## src/rtl/vending_pkg.sv

```systemverilog
// Shared types and coin decoding for the parametrised vending machine.
package vending_pkg;

   typedef enum logic [1:0] {IDLE, CREDIT, VEND, CHANGE} state_t;

   localparam logic [1:0] COIN_5  = 2'b01;
   localparam logic [1:0] COIN_10 = 2'b10;
   localparam logic [1:0] COIN_15 = 2'b11;

   function automatic logic [1:0] coin_units(input logic [1:0] code);
      case (code)
         COIN_5:  return 2'd1;
         COIN_10: return 2'd2;
         COIN_15: return 2'd3;
         default: return 2'd0;
      endcase
   endfunction

endpackage

```

## src/rtl/vend_stock_counter.sv

```systemverilog
// Per-item stock counter: loads STOCK_INIT at reset/refill, saturating decrement on vend.
module vend_stock_counter #(
   parameter int unsigned STOCK_W    = 4,
   parameter int unsigned STOCK_INIT = 8
) (
   input  logic clk,
   input  logic rst,
   input  logic load,
   input  logic dec,
   output logic empty
);

   logic [STOCK_W-1:0] count;

   // load is checked first so a refill coincident with a vend leaves the full count
   always_ff @(posedge clk or posedge rst) begin
      if (rst)
         count <= STOCK_W'(STOCK_INIT);
      else if (load)
         count <= STOCK_W'(STOCK_INIT);
      else if (dec && (count != '0))
         count <= count - STOCK_W'(1);
   end

   assign empty = (count == '0);

endmodule

```

## src/rtl/vending_machine_param.sv

```systemverilog
// Multi-item vending controller: coin credit, explicit select, unit-by-unit refund.
// Optional per-item stock tracking is enabled by defining STOCK_COUNT_EN.
module vending_machine_param
   import vending_pkg::*;
#(
   parameter int unsigned CREDIT_W   = 4,
   parameter int unsigned PRICE      = 3,
   parameter int unsigned MAX_CREDIT = 6,
   parameter int unsigned N_ITEMS    = 2,
   parameter int unsigned SEL_W      = 1,
   parameter int unsigned STOCK_W    = 4,
   parameter int unsigned STOCK_INIT = 8
) (
   input  logic                clk,
   input  logic                rst,
   input  logic                coin_valid,
   input  logic [1:0]          coin,
   input  logic                sel_valid,
   input  logic [SEL_W-1:0]    sel,
   input  logic                cancel,
   input  logic                change_ready,
   input  logic                refill,
   output logic                coin_accept,
   output logic                coin_reject,
   output logic                vend,
   output logic [SEL_W-1:0]    vend_item,
   output logic                change_valid,
   output logic [CREDIT_W-1:0] credit,
   output logic                busy,
   output logic [N_ITEMS-1:0]  sold_out
);

   localparam logic [CREDIT_W-1:0] PRICE_C  = CREDIT_W'(PRICE);
   localparam logic [CREDIT_W:0]   MAX_C    = (CREDIT_W+1)'(MAX_CREDIT);
   localparam logic [SEL_W:0]      ITEMS_C  = (SEL_W+1)'(N_ITEMS);
   localparam int unsigned         SEL_SPAN = 2**SEL_W;

   state_t              state;
   logic [SEL_SPAN-1:0] sold_pad;
   logic [CREDIT_W:0]   credit_sum;
   logic                coin_present, collecting, cancel_go, sel_go, coin_go, coin_bad;

   // Request arbitration: cancel > sel_valid > coin_valid; an ignored select does not block a coin
   always_comb begin
      sold_pad                = '0;
      sold_pad[N_ITEMS-1:0]   = sold_out;
      coin_present = coin_valid && (coin != 2'b00);
      credit_sum   = {1'b0, credit} + (CREDIT_W+1)'(coin_units(coin));
      collecting   = (state == IDLE) || (state == CREDIT);
      cancel_go    = (state == CREDIT) && cancel;
      sel_go       = collecting && !cancel_go && sel_valid && (credit >= PRICE_C)
                     && ({1'b0, sel} < ITEMS_C) && !sold_pad[sel];
      coin_go      = collecting && !cancel_go && !sel_go && coin_present && (credit_sum <= MAX_C);
      coin_bad     = coin_present && !coin_go;
   end

   always_ff @(posedge clk or posedge rst) begin
      if (rst) begin
         state        <= IDLE;
         credit       <= '0;
         coin_accept  <= 1'b0;
         coin_reject  <= 1'b0;
         vend         <= 1'b0;
         vend_item    <= '0;
         change_valid <= 1'b0;
         busy         <= 1'b0;
      end else begin
         coin_accept <= coin_go;
         coin_reject <= coin_bad;
         vend        <= 1'b0;
         vend_item   <= '0;
         unique case (state)
            IDLE, CREDIT: begin
               if (cancel_go) begin
                  state        <= CHANGE;
                  change_valid <= 1'b1;
                  busy         <= 1'b1;
               end else if (sel_go) begin
                  state     <= VEND;
                  credit    <= credit - PRICE_C;
                  vend      <= 1'b1;
                  vend_item <= sel;
                  busy      <= 1'b1;
               end else if (coin_go) begin
                  state  <= CREDIT;
                  credit <= credit_sum[CREDIT_W-1:0];
               end
            end
            VEND: begin
               if (credit != '0) begin
                  state        <= CHANGE;
                  change_valid <= 1'b1;
               end else begin
                  state <= IDLE;
                  busy  <= 1'b0;
               end
            end
            CHANGE: begin
               if (change_valid && change_ready) begin
                  credit <= credit - CREDIT_W'(1);
                  if (credit == CREDIT_W'(1)) begin
                     state        <= IDLE;
                     change_valid <= 1'b0;
                     busy         <= 1'b0;
                  end
               end
            end
            default: state <= IDLE;
         endcase
      end
   end

`ifdef STOCK_COUNT_EN
   for (genvar i = 0; i < N_ITEMS; i++) begin : g_stock
      vend_stock_counter #(
         .STOCK_W    (STOCK_W),
         .STOCK_INIT (STOCK_INIT)
      ) u_stock (
         .clk   (clk),
         .rst   (rst),
         .load  (refill),
         .dec   (sel_go && (sel == SEL_W'(i))),
         .empty (sold_out[i])
      );
   end
`else
   localparam int unsigned unused_stock_cfg = STOCK_W + STOCK_INIT;
   logic unused_refill;
   assign unused_refill = refill;
   assign sold_out      = '0;
`endif

endmodule

```

## config.mk

```make
export PLATFORM = sky130hd
export DESIGN_NAME = vending_machine_param
export DESIGN_NICKNAME = d
export VERILOG_FILES = /design/src/rtl/vending_pkg.sv /design/src/rtl/vend_stock_counter.sv /design/src/rtl/vending_machine_param.sv
export SDC_FILE = /design/constraint.sdc
export NUM_CORES = 1
export LEC_CHECK = 0
export ABC_AREA = 1
export CAP_MARGIN = 40
export CORE_MARGIN = 4
export CORE_UTILIZATION = 49
export DETAILED_ROUTE_END_ITERATION = 6
export PLACE_DENSITY = 0.88
export SLEW_MARGIN = 20
export SYNTH_ARGS = -nofsm -noshare
export SYNTH_HDL_FRONTEND = slang
export SYNTH_SLANG_ARGS = --single-unit
```

## constraint.sdc

```tcl
create_clock -name clk -period 2.01 [get_ports clk]
set_input_delay 0.3015 -clock clk [delete_from_list [all_inputs] [get_ports clk]]
set_output_delay 0.3015 -clock clk [all_outputs]
set_load 0.01 [all_outputs]
```

==> results of run 1 <==
## power groups by stage
stage / Sequential [W] / Combinational (W) / Clock, W
floorplan: 0.000248 / 0.0000188 / 0
global placement: 0.000248 / 0.0000390 / 0
detailed placement: 0.000248 / 0.0000403 / 0
CTS: 0.000243 / 0.0000407 / 0.000194
global route: 0.000243 / 0.0000465 / 0.000209
finish: 0.000243 / 0.0000407 / 0.000192
## Yosys cell counts
| cell type | number |
|---|---|
| nand2_1 | 44 |
| nand3_1 | 19 |
| inv_1 | 15 |
| dfrtp_1 | 12 |
| ha_1 | 6 |
| inv_2 | 6 |
| nand2_4 | 4 |
| nor2_1 | 4 |
| o21ai_0 | 3 |
| buf_4 | 2 |
| nor2_2 | 2 |
| o21ai_1 | 2 |
| o21ai_2 | 2 |
| xor2_1 | 2 |
| a21oi_1 | 1 |
| a21oi_4 | 1 |
| buf_6 | 1 |
| clkbuf_1 | 1 |
| conb_1 | 1 |
| fa_1 | 1 |
| nand2_2 | 1 |
| nand3_4 | 1 |
| nand4_1 | 1 |
| nor2_4 | 1 |
| nor3b_1 | 1 |
| o31ai_1 | 1 |
## repair_timing
action / in CTS / in global routing
buffers inserted: 0 / 2
gates resized for setup: 1 / 3
pin swaps: 1 / 3
endpoints found under the hold margin: 0 / 0
endpoints found under the setup margin: 3 / 6
## worst paths after layout
| kind | from | endpoint | slack, ns | cells after the start |
|---|---|---|---|---|
| setup reg to reg | credit[0]$_DFFE_PP0P_ | credit[1]$_DFFE_PP0P_ | 0.17 | 12 |
| setup / recovery | credit[0]$_DFFE_PP0P_ | credit[1]$_DFFE_PP0P_ | 0.17 | 12 |
| min in group clk | coin[0] | coin_reject$_DFF_PP0_ | 0.44 | 5 |
| max in group asynchronous | rst | state[0]$_DFFE_PP0P_ | 1.37 | 2 |
| hold reg to reg | busy$_DFFE_PP0P_ | busy$_DFFE_PP0P_ | 0.53 | 2 |
| hold / removal | rst | credit[3]$_DFFE_PP0P_ | 0.33 | 2 |
## kinds of logic (layout without fill, tap and decap cells)
family          after synthesis  in the layout
compound gates               10             10
xor+xnor                      2              2
fa+ha+maj                     7              7
buf+inv                      25             52
flops                        12             12
other cells                   1              2
simple gates                 78             78
## layout make-up
class                      instances  area, um2  area share
sequential                        12      300.3      0.2351
clock buffer                       4      36.28     0.02840
inverter                          21      78.83     0.06170
timing repair buffer              27      250.2      0.1959
multi-input combinational         99      580.6      0.4545
tap                               25      31.28     0.02449
## layer usage
layer	vias up	wire length [um]	share of wire
met4	0	17	0.0078
met1	424	923	0.42
met5	-	0	0
met3	2	139	0.064
met2	31	1105	0.51
li1	475	-	-
## flip-flops by register name, indices dropped and copies added (netlist names)
register and flops:
state 2, busy 1, coin_reject 1, coin_accept 1, change_valid 1, vend 1, credit 4, vend_item 1
## through the flow
stage	area (um2)	total power [W]	instances	setup WS [ns]	setup TNS (ns)
after floorplan	982.2	0.0002671	136	0.1057	0
after global placement	1216	0.0002866	182	-0.2238	-1.365
after detailed placement	1216	0.0002880	182	-0.3056	-1.840
after CTS	1255	0.0004780	186	0.01684	0
after global routing	1277	0.0004983	188	0.02743	0
final	1277	0.0004759	188	0.1715	0
## critical path, delay by kind of cell, from the launching register on
family,cells,cell delay [ns]
simple gates,9,0.70
fa+ha+maj,2,0.56
buf+inv,1,0.06
flops,1,0.40
==> results.toml, run 1 <==
[clock_network]
ctsHoldBuffers = 0
insertion_delay_ns = 0.27
htreeDepth = 1
cts_tree = "yes"
cts_root_buffer = "clkbuf_4"
clock_path_buffers = 2
clk_pin_slew_ns = 0.08
numCtsBuffers = 3
clock-sinks = 12

[route]
drt_iter0_drc = 31
routedWlPerCell_um = 11.63
drc_errors = 0
vias = 932
via_per_inst = 4.957
ant_nets = 0
dr.pass1.iters = 4
routed_wl_mm = 2.186

[layout]
nFillCells = 147
fin_util = 0.7090
diodes = 0
drive_gt1_frac = 0.2086
syn2layout_area_growth_pct = 30.56
layout_commonest_cell = "nand2_1"
nets = 181
final_cell_mix = "44 x nand2_1, 19 x nand3_1, 17 x clkdlybuf4s50_1"

[grt]
antenna_found_initial = 0
grt-ovfl-total = 0
met1_usage = 0.2257
grt_pass1_wl_mm = 3.539
use_met2 = 0.2872
global_route.usage.met3 = 0.04274
top_usage_layer = "met2"
grt_max_degree = 13
grt_use_total = 0.1733
grt_pass1_vias = 827

[die]
start_util = 0.5431
die_area_um2 = 2776
die_h_um = 52.69
ios = 22
fp.coreArea_um2 = 1802
rows = 15
die_w_um = 52.69

[sta]
rsz0062_at_grt = "false"
setup_viol = 0
fmax_ghz = 0.5439
fin_crit_sh = 0.9147
period_needed_ns = 1.838
timing.hold.ws_ns = 0.3296
drv_slew = 0
finClkSkew_ns = 0.004815
hold_violations = 0

[worst_setup_path]
critPathCaptureType = "flop"
critical-path-top-cell-by-count = "nand2_1"
cp.arrival_ns = 2.00
cp_max_fo = 5
setup.worst_path.start_class = "flop"
cp_cell_sequence = "ha_2 > fa_2 > inv_1 > nand2_1 > nand2_1 > nor2_1 > nor2_2 > nand3_4 > nand2_4 > nand2_4 > nand2_1 > nand2_1"
crit_type = "flop to flop"
slowest_delay_ns = 0.40
worstPathRequired_ns = 2.17
cpMaxStageDelayCell = "dfrtp_1"

[worst_hold_path]
hold_class = "input port to async pin"

[power_and_ir_drop]
leakage_nw = 0.6848
power_frac_seq = 0.510
clkPwrFrac = 0.404
intPower_w = 0.0003744
combPwrFrac = 0.086
power.density_nw_per_um2 = 372.5
power.switching_w = 0.0001016
ir_worst_vdd_mv = 0.4141
sw_frac_of_total = 0.2134

[placed_design]
gp_congestion = 0.8298
io_buffer_count = 18
hpwl_mm = 1.700

[logic_synthesis]
synth.yosys.seq_area_share = 0.3069
synth_xor_area_frac = 0.01790
synth_simple_gate_area_frac = 0.3900
ys_types = 26
synth_area_per_cell_um2 = 7.248
syn_area_um2 = 978.4
ys_seq_elements = 12
synth.area.top_cells = "dfrtp_1 31%, nand2_1 17%, nand3_1 9.7%, ha_1 7.7%, inv_1 5.8%"
synth_top_family_by_area = "simple AND/OR/NAND/NOR gates"
synthAdderAreaFrac = 0.09719
synth_top_cell_by_area = "dfrtp_1"
synth_top_area_frac = 0.3069
synth_compound_area_frac = 0.07289
synth_mux_area_frac = 0
yosys_warnings = 0
synth_cells = 135

[status]
run_status = "finished, final reports clean"

[flow_run]
drv_cap = 0
(Power assumes the default switching activity.)
==> run 2, diff against run 1 <==
Settings changed: PLACE_DENSITY 0.88 to 0.82, SYNTH_HIERARCHICAL set to 1.
==> results.toml, run 2 <==
[status]
run_status = "finished, final reports clean"

[sta]
finClkSkew_ns = 0.005156
fmax_ghz = 0.5232
setup_viol = 0
setup_slack_ns = 0.09853
rsz0062_at_grt = "false"
fin_crit_sh = 0.9510
hold_violations = 0
period_needed_ns = 1.911
drv_slew = 0

[flow_run]
drv_cap = 0

[worst_setup_path]
worstPathRequired_ns = 2.18
setup.worst_path.start_class = "input port"
cpMaxStageDelayCell = "clkdlybuf4s50_1"
rrSetupSlack_ns = 0.19
cp_cell_sequence = "clkdlybuf4s50_1 > ha_2 > fa_2 > nand2_1 > nor2_1 > nor2_2 > nand3_4 > nand2_4 > nand2_4 > nand2_1 > nand2_1"
timing.rr.end = "credit[2]$_DFFE_PP0P_"
critical-path-top-cell-by-count = "nand2_1"
cp.arrival_ns = 2.09
crit_buf_inv = 1
cp_max_fo = 5
crit_type = "input port to flop"
critPathCaptureType = "flop"
reg2regPathDepth = 10
r2r_start = "credit[0]$_DFFE_PP0P_"
slowest_delay_ns = 0.48
critical-path-top-delay-family = "simple AND/OR/NAND/NOR gates"

[route]
routedWlPerCell_um = 12.51
via_per_inst = 5.130
dr.pass1.iters = 4
routed_wl_mm = 2.315
drc_errors = 0
vias = 949
ant_nets = 0
drt_iter0_drc = 25

[clock_network]
cts_root_buffer = "clkbuf_4"
clock_path_buffers = 2
postCtsSetupBuffers = 0
clock-sinks = 12
clk_pin_slew_ns = 0.08
htreeDepth = 1
insertion_delay_ns = 0.28
numCtsBuffers = 3
cts_tree = "yes"

[layout]
nets = 178
syn2layout_area_growth_pct = 28.01
top_regs = "credit (4), state (2)"
final_cell_mix = "44 x nand2_1, 19 x nand3_1, 18 x clkdlybuf4s50_1"
drive_gt1_frac = 0.1938
fin_util = 0.6951
largest_reg_flops = 4
final_cells = 185
top_register = "credit"
layout_commonest_cell = "nand2_1"
diodes = 0

[logic_synthesis]
ys_seq_elements = 12
synth_xor_area_frac = 0.01790
synth_edf_count = 0
synth_top_family_by_area = "simple AND/OR/NAND/NOR gates"
post-synth-top-count-cell = "nand2_1"
synth_mux_area_frac = 0
synthAdderAreaFrac = 0.09719
ys.flop_type = "dfrtp_1"
synth.yosys.seq_area_share = 0.3069
synth_area_per_cell_um2 = 7.248
synth_top_cell_by_area = "dfrtp_1"
ys_types = 26
netlist_top_cells_count = "44 x nand2_1, 19 x nand3_1, 15 x inv_1"
syn_area_um2 = 978.4
yosys_warnings = 6
synth_simple_gate_area_frac = 0.3900
synth.area.top_cells = "dfrtp_1 31%, nand2_1 17%, nand3_1 9.7%, ha_1 7.7%, inv_1 5.8%"
synthArstFlopShare = 1.000
synth_top_area_frac = 0.3069
synth_compound_area_frac = 0.07289
synth_cells = 135

[die]
die_h_um = 52.69
start_util = 0.5431
die_area_um2 = 2776
ios = 22
rows = 15
die_w_um = 52.69
fp.coreArea_um2 = 1802

[power_and_ir_drop]
ir_worst_vdd_mv = 0.2158
power.density_nw_per_um2 = 383.2
leakage_nw = 0.6607
fin_total_pwr_w = 0.0004800

[grt]
grt_use_total = 0.1847
antenna_found_initial = 0
grt_max_degree = 13
grt_pass1_wl_mm = 3.753
grt_pass1_vias = 912
grt-ovfl-total = 0

[worst_hold_path]
hold_class = "input port to async pin"

[placed_design]
io_buffer_count = 18
post-place-cells = 181
hpwl_mm = 1.816
gp_congestion = 0.8674
dp_slack_ns = -0.2970
## run 2: area by class of cell
| cell class | instances | area [um2] |
|---|---|---|
| flip-flops and latches | 12 | 300.3 |
| clock buffers | 4 | 36.28 |
| fillers | 168 | 549.3 |
| well taps | 25 | 31.28 |
| multi-input cells | 99 | 580.6 |
| repair buffers | 24 | 225.2 |
| inverters | 21 | 78.83 |
## run 2: repair_timing
action	in CTS	in global routing
endpoints found under the setup margin	3	6
hold buffers	0	0
pin swaps	1	1
gates cloned	0	0
gates resized for setup	1	2
## run 2: worst max-delay path by stage
stage / endpoint / startpoint / cells past startpoint / slack [ns]
2_1_floorplan: credit[3]$_DFFE_PP0P_ / credit[0]$_DFFE_PP0P_ / 12 / 0.11
3_3_place_gp: credit[2]$_DFFE_PP0P_ / coin[0] / 13 / -0.24
3_5_place_dp: credit[1]$_DFFE_PP0P_ / coin[0] / 13 / -0.30
4_1_cts: credit[1]$_DFFE_PP0P_ / coin[0] / 11 / 0.02
5_1_grt: credit[2]$_DFFE_PP0P_ / coin[0] / 11 / 0.002
6_report: credit[1]$_DFFE_PP0P_ / coin[0] / 11 / 0.1
## run 2: power breakdown
group	total, W	switching (W)	internal [W]	leakage, nW
clock	0.000195	0.0000849	0.000110	0.0210
sequential	0.000243	0.000000346	0.000242	0.150
combinational	0.0000422	0.0000189	0.0000233	0.489
total	0.000480	0.000104	0.000376	0.661
## run 2: per-layer routing
layer	up-vias	part of all wire	wire length, um	GRT usage
met1	437	0.42	979	0.2045
met5	-	0	0	0
met3	7	0.054	124	0.01709
met4	0	0.028	64	0.1021
li1	469	-	-	-
met2	36	0.50	1146	0.3388
## run 2: cells by family (layout without fill, tap and decap cells)
family / count (synthesis) / count (layout)
other cells: 1 / 2
flops: 12 / 12
compound gates: 10 / 10
fa+ha+maj: 7 / 7
xor+xnor: 2 / 2
buf+inv: 25 / 49
simple gates: 78 / 78
## run 2: worst register-to-register path, cell delays in order, from the launching register on
cell and delay (ns):
dfrtp_1 0.40, ha_2 0.19, fa_2 0.55, nand2_1 0.06, nor2_1 0.15, nor2_2 0.07, nand3_4 0.07, nand2_4 0.08
nand2_4 0.08, nand2_1 0.05, nand2_1 0.07
## run 2: metrics by stage
stage / hold WS (ns) / instance area, um2 / setup TNS [ns]
after floorplan: 0.1662 / 982.2 / 0
after global placement: 0.5142 / 1209 / -1.427
after detailed placement: 0.5138 / 1209 / -1.816
after CTS: 0.3394 / 1247 / 0
after global routing: 0.3665 / 1252 / 0
final: 0.3265 / 1252 / 0
